$ cat config.mk
export PLATFORM = sky130hd
export DESIGN_NAME = card_authorizer_flat
export DESIGN_NICKNAME = d
export VERILOG_FILES = /design/src/rtl/card_authorizer_pkg.sv /design/src/rtl/card_authorizer_if.sv /design/src/rtl/card_authorizer.sv /design/src/flat_wrapper.sv
export SDC_FILE = /design/constraint.sdc
export NUM_CORES = 1
export LEC_CHECK = 0
export ABC_CLOCK_PERIOD_IN_PS = 9900
export BUFFER_PORTS_ARGS = -buffer_cell sky130_fd_sc_hd__buf_2
export CAP_MARGIN = 5
export CORE_ASPECT_RATIO = 0.5
export CORE_MARGIN = 2
export CORE_UTILIZATION = 35
export DETAILED_ROUTE_END_ITERATION = 8
export PLACE_DENSITY = 0.58
export SETUP_SLACK_MARGIN = 0.15
export SYNTH_ARGS = -nofsm -noshare
export SYNTH_HDL_FRONTEND = slang
export SYNTH_SLANG_ARGS = --single-unit
export TNS_END_PERCENT = 100
$ cat constraint.sdc
create_clock -name clk -period 9.9 [get_ports clk]
set_input_delay 0.99 -clock clk [delete_from_list [all_inputs] [get_ports clk]]
set_output_delay 0.99 -clock clk [all_outputs]
set_load 0.005 [all_outputs]
$ cat src/rtl/card_authorizer_pkg.sv
// Shared definitions for the card authorizer: EEPROM command codes, FSM state
// encodings and the ID geometry.
package card_authorizer_pkg;

  localparam int ID_BYTES = 16;

  typedef enum logic [2:0] {
    CMD_WREN  = 3'b000,
    CMD_WRDI  = 3'b001,
    CMD_RDSR  = 3'b010,
    CMD_WRSR  = 3'b011,
    CMD_READ  = 3'b100,
    CMD_WRITE = 3'b101
  } eeprom_cmd_e;

  typedef logic [1:0] state_t;
  localparam state_t ST_IDLE   = 2'd0;
  localparam state_t ST_ISSUE  = 2'd1;
  localparam state_t ST_WAIT   = 2'd2;
  localparam state_t ST_DECIDE = 2'd3;

  // Byte 0 is the most significant byte of the ID; ~idx*8 is (15-idx)*8.
  function automatic logic [7:0] id_byte(input logic [127:0] id, input logic [3:0] idx);
    return id[{~idx, 3'b000} +: 8];
  endfunction

endpackage

$ cat src/rtl/card_authorizer_if.sv
// EEPROM command port: the authorizer is the master, the EEPROM controller the slave.
interface card_authorizer_if;
  import card_authorizer_pkg::*;

  logic        cmd_valid;
  logic        cmd_ready;
  eeprom_cmd_e cmd_type;
  logic [6:0]  cmd_addr;
  logic [7:0]  cmd_wdata;
  logic [7:0]  cmd_rdata;
  logic        cmd_done;
  logic        cmd_error;

  modport master (
    output cmd_valid, cmd_type, cmd_addr, cmd_wdata,
    input  cmd_ready, cmd_rdata, cmd_done, cmd_error
  );

  modport slave (
    input  cmd_valid, cmd_type, cmd_addr, cmd_wdata,
    output cmd_ready, cmd_rdata, cmd_done, cmd_error
  );
endinterface

$ cat src/rtl/card_authorizer.sv
// Checks an authenticated 128-bit card ID against the authorized-ID slots held
// in EEPROM, byte by byte, and reports grant or deny to door control.
module card_authorizer
  import card_authorizer_pkg::*;
#(
  parameter int         NUM_SLOTS      = 4,
  parameter logic [6:0] BASE_ADDR      = 7'h10,
  parameter int         TIMEOUT_CYCLES = 4096
) (
  input  logic                clk,
  input  logic                rst,
  input  logic                req_valid,
  output logic                req_ready,
  input  logic [127:0]        card_id,
  output logic                result_valid,
  output logic                granted,
  output logic                denied,
  output logic                fault,
  output logic [2:0]          match_slot,
  card_authorizer_if.master   eeprom
);

  localparam int TIMER_W = $clog2(TIMEOUT_CYCLES) + 1;

  state_t               state;
  logic [127:0]         id_q;
  logic [2:0]           slot_q;
  logic [3:0]           byte_q;
  logic [TIMER_W-1:0]   timer_q;
  logic                 cmd_valid_q;

  logic last_slot;
  logic last_byte;
  logic byte_match;
  logic timed_out;

  assign last_slot  = (slot_q == 3'(NUM_SLOTS - 1));
  assign last_byte  = (byte_q == 4'(ID_BYTES - 1));
  assign byte_match = (eeprom.cmd_rdata == id_byte(id_q, byte_q));
  assign timed_out  = (timer_q == TIMER_W'(TIMEOUT_CYCLES - 1));

  assign eeprom.cmd_valid = cmd_valid_q;
  assign eeprom.cmd_type  = CMD_READ;
  assign eeprom.cmd_wdata = 8'h00;
  assign eeprom.cmd_addr  = BASE_ADDR + {slot_q, 4'b0000} + {3'b000, byte_q};

  assign result_valid = (state == ST_DECIDE);

  // NOTE: every register below uses <= so all of them update from the same
  // pre-edge values; a blocking assignment would leak new values into later lines.
  always_ff @(posedge clk) begin
    if (rst) begin
      state       <= ST_IDLE;
      req_ready   <= 1'b0;
      cmd_valid_q <= 1'b0;
      slot_q      <= '0;
      byte_q      <= '0;
      timer_q     <= '0;
      granted     <= 1'b0;
      denied      <= 1'b0;
      fault       <= 1'b0;
      match_slot  <= '0;
    end else begin
      case (state)
        ST_IDLE: begin
          if (req_valid && req_ready) begin
            // NOTE: id_q is pure data, loaded before every use, so it needs no reset.
            id_q       <= card_id;
            req_ready  <= 1'b0;
            granted    <= 1'b0;
            denied     <= 1'b0;
            fault      <= 1'b0;
            match_slot <= '0;
            slot_q     <= '0;
            byte_q     <= '0;
            state      <= ST_ISSUE;
          end else begin
            req_ready <= 1'b1;
          end
        end

        ST_ISSUE: begin
          // First ISSUE cycle after acceptance screens the erased pattern.
          if (!cmd_valid_q) begin
            if (&id_q) begin
              denied <= 1'b1;
              state  <= ST_DECIDE;
            end else begin
              cmd_valid_q <= 1'b1;
            end
          end else if (eeprom.cmd_ready) begin
            cmd_valid_q <= 1'b0;
            timer_q     <= '0;
            state       <= ST_WAIT;
          end
        end

        ST_WAIT: begin
          if (eeprom.cmd_done) begin
            if (eeprom.cmd_error) begin
              denied <= 1'b1;
              fault  <= 1'b1;
              state  <= ST_DECIDE;
            end else if (byte_match) begin
              if (last_byte) begin
                granted    <= 1'b1;
                match_slot <= slot_q;
                state      <= ST_DECIDE;
              end else begin
                byte_q      <= byte_q + 4'd1;
                cmd_valid_q <= 1'b1;
                state       <= ST_ISSUE;
              end
            end else begin
              // Early exit on the first differing byte; move on to the next slot.
              byte_q <= '0;
              slot_q <= slot_q + 3'd1;
              if (last_slot) begin
                denied <= 1'b1;
                state  <= ST_DECIDE;
              end else begin
                cmd_valid_q <= 1'b1;
                state       <= ST_ISSUE;
              end
            end
          end else if (timed_out) begin
            denied <= 1'b1;
            fault  <= 1'b1;
            state  <= ST_DECIDE;
          end else begin
            timer_q <= timer_q + TIMER_W'(1);
          end
        end

        ST_DECIDE: begin
          req_ready <= 1'b1;
          state     <= ST_IDLE;
        end

        default: state <= ST_IDLE;
      endcase
    end
  end

endmodule
$ cat src/flat_wrapper.sv
// flat-port wrapper written by rule: the top's interface ports become plain ports
module card_authorizer_flat import card_authorizer_pkg::*;
#(
  parameter int         NUM_SLOTS      = 4,
  parameter logic [6:0] BASE_ADDR      = 7'h10,
  parameter int         TIMEOUT_CYCLES = 4096
)
  (clk, rst, req_valid, req_ready, card_id, result_valid, granted, denied, fault, match_slot, eeprom_cmd_valid, eeprom_cmd_type, eeprom_cmd_addr, eeprom_cmd_wdata, eeprom_cmd_ready, eeprom_cmd_rdata, eeprom_cmd_done, eeprom_cmd_error);
  card_authorizer_if eeprom_i ();
  input  logic clk;
  input  logic rst;
  input  logic req_valid;
  output logic req_ready;
  input  logic [127:0] card_id;
  output logic result_valid;
  output logic granted;
  output logic denied;
  output logic fault;
  output logic [2:0] match_slot;
  output wire logic [$bits(eeprom_i.cmd_valid)-1:0] eeprom_cmd_valid;
  output wire logic [$bits(eeprom_i.cmd_type)-1:0] eeprom_cmd_type;
  output wire logic [$bits(eeprom_i.cmd_addr)-1:0] eeprom_cmd_addr;
  output wire logic [$bits(eeprom_i.cmd_wdata)-1:0] eeprom_cmd_wdata;
  input wire logic [$bits(eeprom_i.cmd_ready)-1:0] eeprom_cmd_ready;
  input wire logic [$bits(eeprom_i.cmd_rdata)-1:0] eeprom_cmd_rdata;
  input wire logic [$bits(eeprom_i.cmd_done)-1:0] eeprom_cmd_done;
  input wire logic [$bits(eeprom_i.cmd_error)-1:0] eeprom_cmd_error;
  assign eeprom_cmd_valid = eeprom_i.cmd_valid;
  assign eeprom_cmd_type = eeprom_i.cmd_type;
  assign eeprom_cmd_addr = eeprom_i.cmd_addr;
  assign eeprom_cmd_wdata = eeprom_i.cmd_wdata;
  assign eeprom_i.cmd_ready = eeprom_cmd_ready;
  assign eeprom_i.cmd_rdata = eeprom_cmd_rdata;
  assign eeprom_i.cmd_done = eeprom_cmd_done;
  assign eeprom_i.cmd_error = eeprom_cmd_error;
  card_authorizer #(.NUM_SLOTS(NUM_SLOTS), .BASE_ADDR(BASE_ADDR), .TIMEOUT_CYCLES(TIMEOUT_CYCLES)) u_core (.clk(clk), .rst(rst), .req_valid(req_valid), .req_ready(req_ready), .card_id(card_id), .result_valid(result_valid), .granted(granted), .denied(denied), .fault(fault), .match_slot(match_slot), .eeprom(eeprom_i));
endmodule
* After elaboration in Yosys (flattened, before gate mapping)
Cells that the tools add are included.
** Word-level totals
- Register bits :: 158
- Input bits :: 142
- Output and inout port bits :: 27
** Cells by class
- Add/sub/neg operators :: 5
- Eq/ne operators :: 27
- Shifts and indexed selects :: 1
- Mux-type cells :: 60
- Bitwise logic cells :: 2
- Reduce and logical (&&, ||, !) cells :: 16
** Operators by type and width (number)
- 128-bit AND reduction :: 1
- 128-bit by 8-bit indexed part select with 8-bit output :: 1
- 13-bit 2-to-1 mux :: 4
- 13-bit one-hot mux with 2 select lines :: 1
- 3-bit 2-to-1 mux :: 8
- 1-bit 2-to-1 mux :: 23
- 2-bit 2-to-1 mux :: 10
- 4-bit 2-to-1 mux :: 5
- 5-bit AND reduction :: 4
- 2-bit != test (second input constant) :: 7
- 13-bit by 1-bit adder with 13-bit output (second input constant) :: 1
- 13-bit by 12-bit equality test with 1-bit output (second input constant) :: 1
- 3-bit != test (second input constant) :: 4
- 3-bit one-hot mux with 2 select lines :: 2
- 2-bit by 1-bit != test with 1-bit output (second input constant) :: 5
- 8-bit equality test :: 1
- 1-bit one-hot mux with 2 select lines :: 4
- 2-bit one-hot mux with 4 select lines :: 1
- 4-bit one-hot mux with 2 select lines :: 1
- 4-bit AND reduction :: 2
- 5-bit by 7-bit adder with 7-bit output (first input constant) :: 1
- 7-bit by 4-bit adder with 7-bit output :: 1
- 7-bit AND reduction :: 1
- 6-bit AND reduction :: 1
- other kinds (18) :: 21

* Depth between registers and ports, before layout
- Depth in word-level cells :: 7
- Mapped depth :: 11
- Mapped depth without buffers :: 10

* Worst setup path before layout
OpenSTA, ideal clock, no wires.
- Path type :: input-to-reg
- Start point :: input port rst
- End point :: register u_core.id_q[0], enable pin
- Setup time :: 0.772 ns
- Arrival time :: 10.132 ns
- Slack :: -1.004 ns
- Stages :: 3
- Cells stage by stage :: clkbuf_1 -> clkbuf_1 -> nor3_1
** On the way
- Longest elaborated chain between the ends :: 2
** RTL lines
- start, declared :: line flat_wrapper.sv:11 : input logic rst;
- 1-bit NOT (no line)
- 3-bit AND reduction (no line)
- end signal, assigned :: line card_authorizer.sv:68 : id_q <= card_id;
- end, declared :: line card_authorizer.sv:26 : logic [127:0] id_q;
No other way between the ends.
A chain may end at the register's enable or synchronous reset.

* Final worst setup path
- Start point :: register u_core.byte_q[0]
- End point :: register u_core.byte_q[0]
** On the way
- Longest elaborated chain between the ends :: 7
- Elaborated cells on any way between the ends :: 12
- Those cells by class :: add/sub: 1; eq/ne: 3; shift: 1; mux: 5; bitwise: 1; reduce/logical: 1
** RTL lines
- start, declared :: line card_authorizer.sv:28 : logic [3:0] byte_q;
- start signal, assigned :: line card_authorizer.sv:110 : byte_q <= byte_q + 4'd1;
- 4-bit NOT :: line card_authorizer_pkg.sv:24 : return id[{~idx, 3'b000} +: 8];
- 128-bit by 8-bit indexed part select with 8-bit output :: line card_authorizer_pkg.sv:24
- 8-bit equality test :: line card_authorizer.sv:39 : assign byte_match = (eeprom.cmd_rdata == id_byte(id_q, byte_q));
- 4-bit 2-to-1 mux :: line card_authorizer.sv:104 : end else if (byte_match) begin
- 4-bit 2-to-1 mux :: line card_authorizer.sv:100 : if (eeprom.cmd_error) begin
- 4-bit 2-to-1 mux :: line card_authorizer.sv:99 : if (eeprom.cmd_done) begin
- 4-bit one-hot mux with 2 select lines :: line card_authorizer.sv:64 : case (state)
Several ways; a longest one is shown, not always the timed one. The select of a mux whose other input is x is not followed.

==> results_dict.tcl <==
set metrics [dict create \
    outcome "finished clean" \
    fin_nets 799 \
    synth_enable_flop_cells 128 \
    ys_warn_count 0 \
    io_pins 169 \
    synth_cells 486 \
    synth-seq-cells 158 \
    p_leak_nw 3.03 \
    dr_wl_met3_um 823 \
    final_util 0.442 \
    finalSetupViolCount 0 \
    worstPathArrival_ps 3830 \
    grt_max_degree 67 \
    tns_ps 0 \
    start_kind "flip-flop" \
    drive_gt1_frac 0.353 \
    die_y_um 104 \
    met2WireLength_um 8470 \
    ctsResizeCount 0 \
    grt_use_total 0.173 \
    core_um2 19500 \
    async_flop_share 0 \
    power.density_nw_per_um2 201 \
    path_cells "mux4_2, xor2_1, or4_4, a211oi_2, a32oi_2, nor3_4, and4_1, mux2_2" \
    ys_seq_area_frac 0.634 \
    cp.buffers_inverters 0 \
    tritoncts "done" \
    vias_per_cell 5.08 \
    cts_buffers 17 \
    path_delay_family "simple AND/OR/NAND/NOR gates" \
    skew_ps 14.0 \
    place_ws_ps 6440 \
    drt_iter0_markers 381 \
    die_w_um 204 \
    wl_met1_um 8330 \
    finalPower_w 0.00174 \
    avgSynthCellArea_um2 14.4 \
    diodes 0 \
    via_count 4717 \
    cts.clk_slew.worst_paths_ps 60 \
    critPathMaxFanout 27 \
    wl_per_cell_um 19.2 \
    area_delta_synth_final_pct 23.4 \
    cp_data_required_time_ps 10260 \
    rsz0062_at_grt "no" \
    worstSkewPairLatency_ps 430 \
    cts.sinks 158 \
    yosys.area.top_type_share 0.548 \
    antenna_found_initial 0 \
    ant_nets 0 \
    slew_headroom 0.451 \
    initial_core_util 0.358 \
    synth_area_um2 7010 \
    grt_pass1_wl_um 27200 \
    fmax_mhz 288 \
    cp_slowest_cell "dfxtp_2" \
    drc_errors 0 \
    drt_first_pass_iters 5 \
    gp_congestion 0.855 \
    totalWireLength_um 17800 \
    cts_root_buffer "clkbuf_16" \
    top_layer "met4" \
    hp-class "reg2reg" \
    slew_violations 0 \
    maxCapViolCount 0 \
    grt.overflow.total 0 \
    ys_types 58 \
    yosys-top-cells-area "edfxtp_1 55%, dfxtp_1 8.6%, mux4_2 6.7%, nand4_1 3.5%, mux2i_1 3.0%" \
    yosysMostFrequentCell "edfxtp_1" \
    netlist.top_cell.by_area "edfxtp_1" \
    setup_slack_ps 6430 \
    finalHoldViolations 0 \
    crit_type "reg2reg" \
    clockBufferDepth 2 \
    numPortBuffers 157 \
    rows 36 \
    cts_hold_buf 0 \
    critPathCaptureType "flip-flop" \
    max_stage_delay_ps 860 \
    hpwl_um 13600 \
    fin_crit_ps 3470 \
    synthFlopType "edfxtp_1" \
    h-tree-depth 4 \
    cts_setup_buffers 0 \
    ir_drop_mv 0.106 \
    synthTopCellsByCount "128 x edfxtp_1, 39 x nand4_1, 30 x dfxtp_1" \
    grt_pass1_vias 4721 \
    worst_pin_slew_ps 824 \
    r2r_setup_slack_ps 6430 \
    post-route-period-util 0.351 \
    die_area_um2 21200 \
]
[state kept, by name (all words and copies together), names as in the netlist]
| name | cells |
|---|---|
| u_core.slot_q | 3 |
| u_core.granted | 1 |
| u_core.byte_q | 4 |
| u_core.eeprom.cmd_valid | 1 |
| u_core.id_q | 128 |
| u_core.req_ready | 1 |
| u_core.state | 2 |
| u_core.match_slot | 3 |
| u_core.fault | 1 |
| u_core.timer_q | 13 |
| u_core.denied | 1 |
[path summary, 6_finish.rpt]
kind | start | end | depth (start not counted)
max | u_core.byte_q[0] | u_core.byte_q[0] | 8
min | u_core.match_slot[1] | u_core.match_slot[1] | 1
max reg2reg | u_core.byte_q[0] | u_core.byte_q[0] | 8
min reg2reg | u_core.match_slot[1] | u_core.match_slot[1] | 1
[layout by cell type, fill, tap and decap left out, types with 3 or more instances in the layout]
| cell type | netlist | final |
|---|---|---|
| buf_2 | 8 | 157 |
| edfxtp_1 | 128 | 128 |
| nand4_1 | 39 | 39 |
| nor2_1 | 29 | 29 |
| dfxtp_1 | 30 | 28 |
| nand2_1 | 21 | 21 |
| mux2i_1 | 21 | 21 |
| mux4_2 | 21 | 21 |
| clkbuf_16 | 0 | 17 |
| a21oi_1 | 16 | 16 |
| xor2_1 | 15 | 15 |
| xnor2_1 | 14 | 14 |
| nand3_1 | 12 | 12 |
| inv_1 | 11 | 11 |
| conb_1 | 2 | 11 |
| mux2_2 | 10 | 10 |
| o21ai_0 | 9 | 8 |
| ha_1 | 8 | 8 |
| nor4_1 | 7 | 7 |
| nor3_1 | 8 | 7 |
| a22o_1 | 4 | 4 |
| a31oi_1 | 4 | 4 |
| a22oi_1 | 4 | 4 |
| inv_8 | 0 | 4 |
| buf_4 | 11 | 4 |
| o31ai_1 | 3 | 3 |
| or3_1 | 3 | 3 |
| inv_6 | 0 | 3 |
| clkinvlp_4 | 0 | 3 |
[through the flow]
stage	hold slack [ps]	instance area, um^2	std cells
2_1_floorplan	451	7050	495
3_3_place_gp	470	8050	896
3_5_place_dp	470	8050	896
4_1_cts	484	8650	928
5_1_grt	504	8650	928
6_report	485	8650	928
[layout make-up]
| class | instances | area, um^2 |
|---|---|---|
| Clock buffer | 17 | 425 |
| Fill cell | 1846 | 10900 |
| Inverter | 11 | 41.3 |
| Clock inverter | 15 | 174 |
| Tap cell | 266 | 333 |
| Multi-Input combinational cell | 300 | 2410 |
| Sequential cell | 158 | 4450 |
| Timing Repair Buffer | 161 | 816 |
[cell families (layout without fill, tap and decap cells)]
logic type                 after synthesis  in the layout  synth area share
DFF                                    158            158             0.634
and+or+nand+nor                        134            134             0.102
AOI/OAI and AO/OA                       65             65            0.0668
muxes                                   53             53             0.117
buffers and inverters                   37            204            0.0282
xor gates and xnor gates                29             29            0.0362
adders and majority gates                8              8            0.0143
other                                    2             11           0.00107
[report_power, final]
group | internal (W) | switching, W
Combinational | 0.0000919 | 0.000157
Clock | 0.000360 | 0.000301
Sequential | 0.000789 | 0.0000378
Total | 0.00124 | 0.000496
[per-layer routing]
| layer | vias up | global-route usage |
|---|---|---|
| met3 | 15 | 0.0348 |
| met2 | 126 | 0.269 |
| met1 | 2338 | 0.245 |
| li1 | 2238 | - |
| met4 | 0 | 0.0497 |
| met5 | - | 0 |
[worst register-to-register path: stages, from the launching register on]
cell and delay, ps:
dfxtp_2 860, mux4_2 630, xor2_1 180, or4_4 520
a211oi_2 250, a32oi_2 120, nor3_4 440, and4_1 290
mux2_2 150
(Power assumes the default switching activity.)
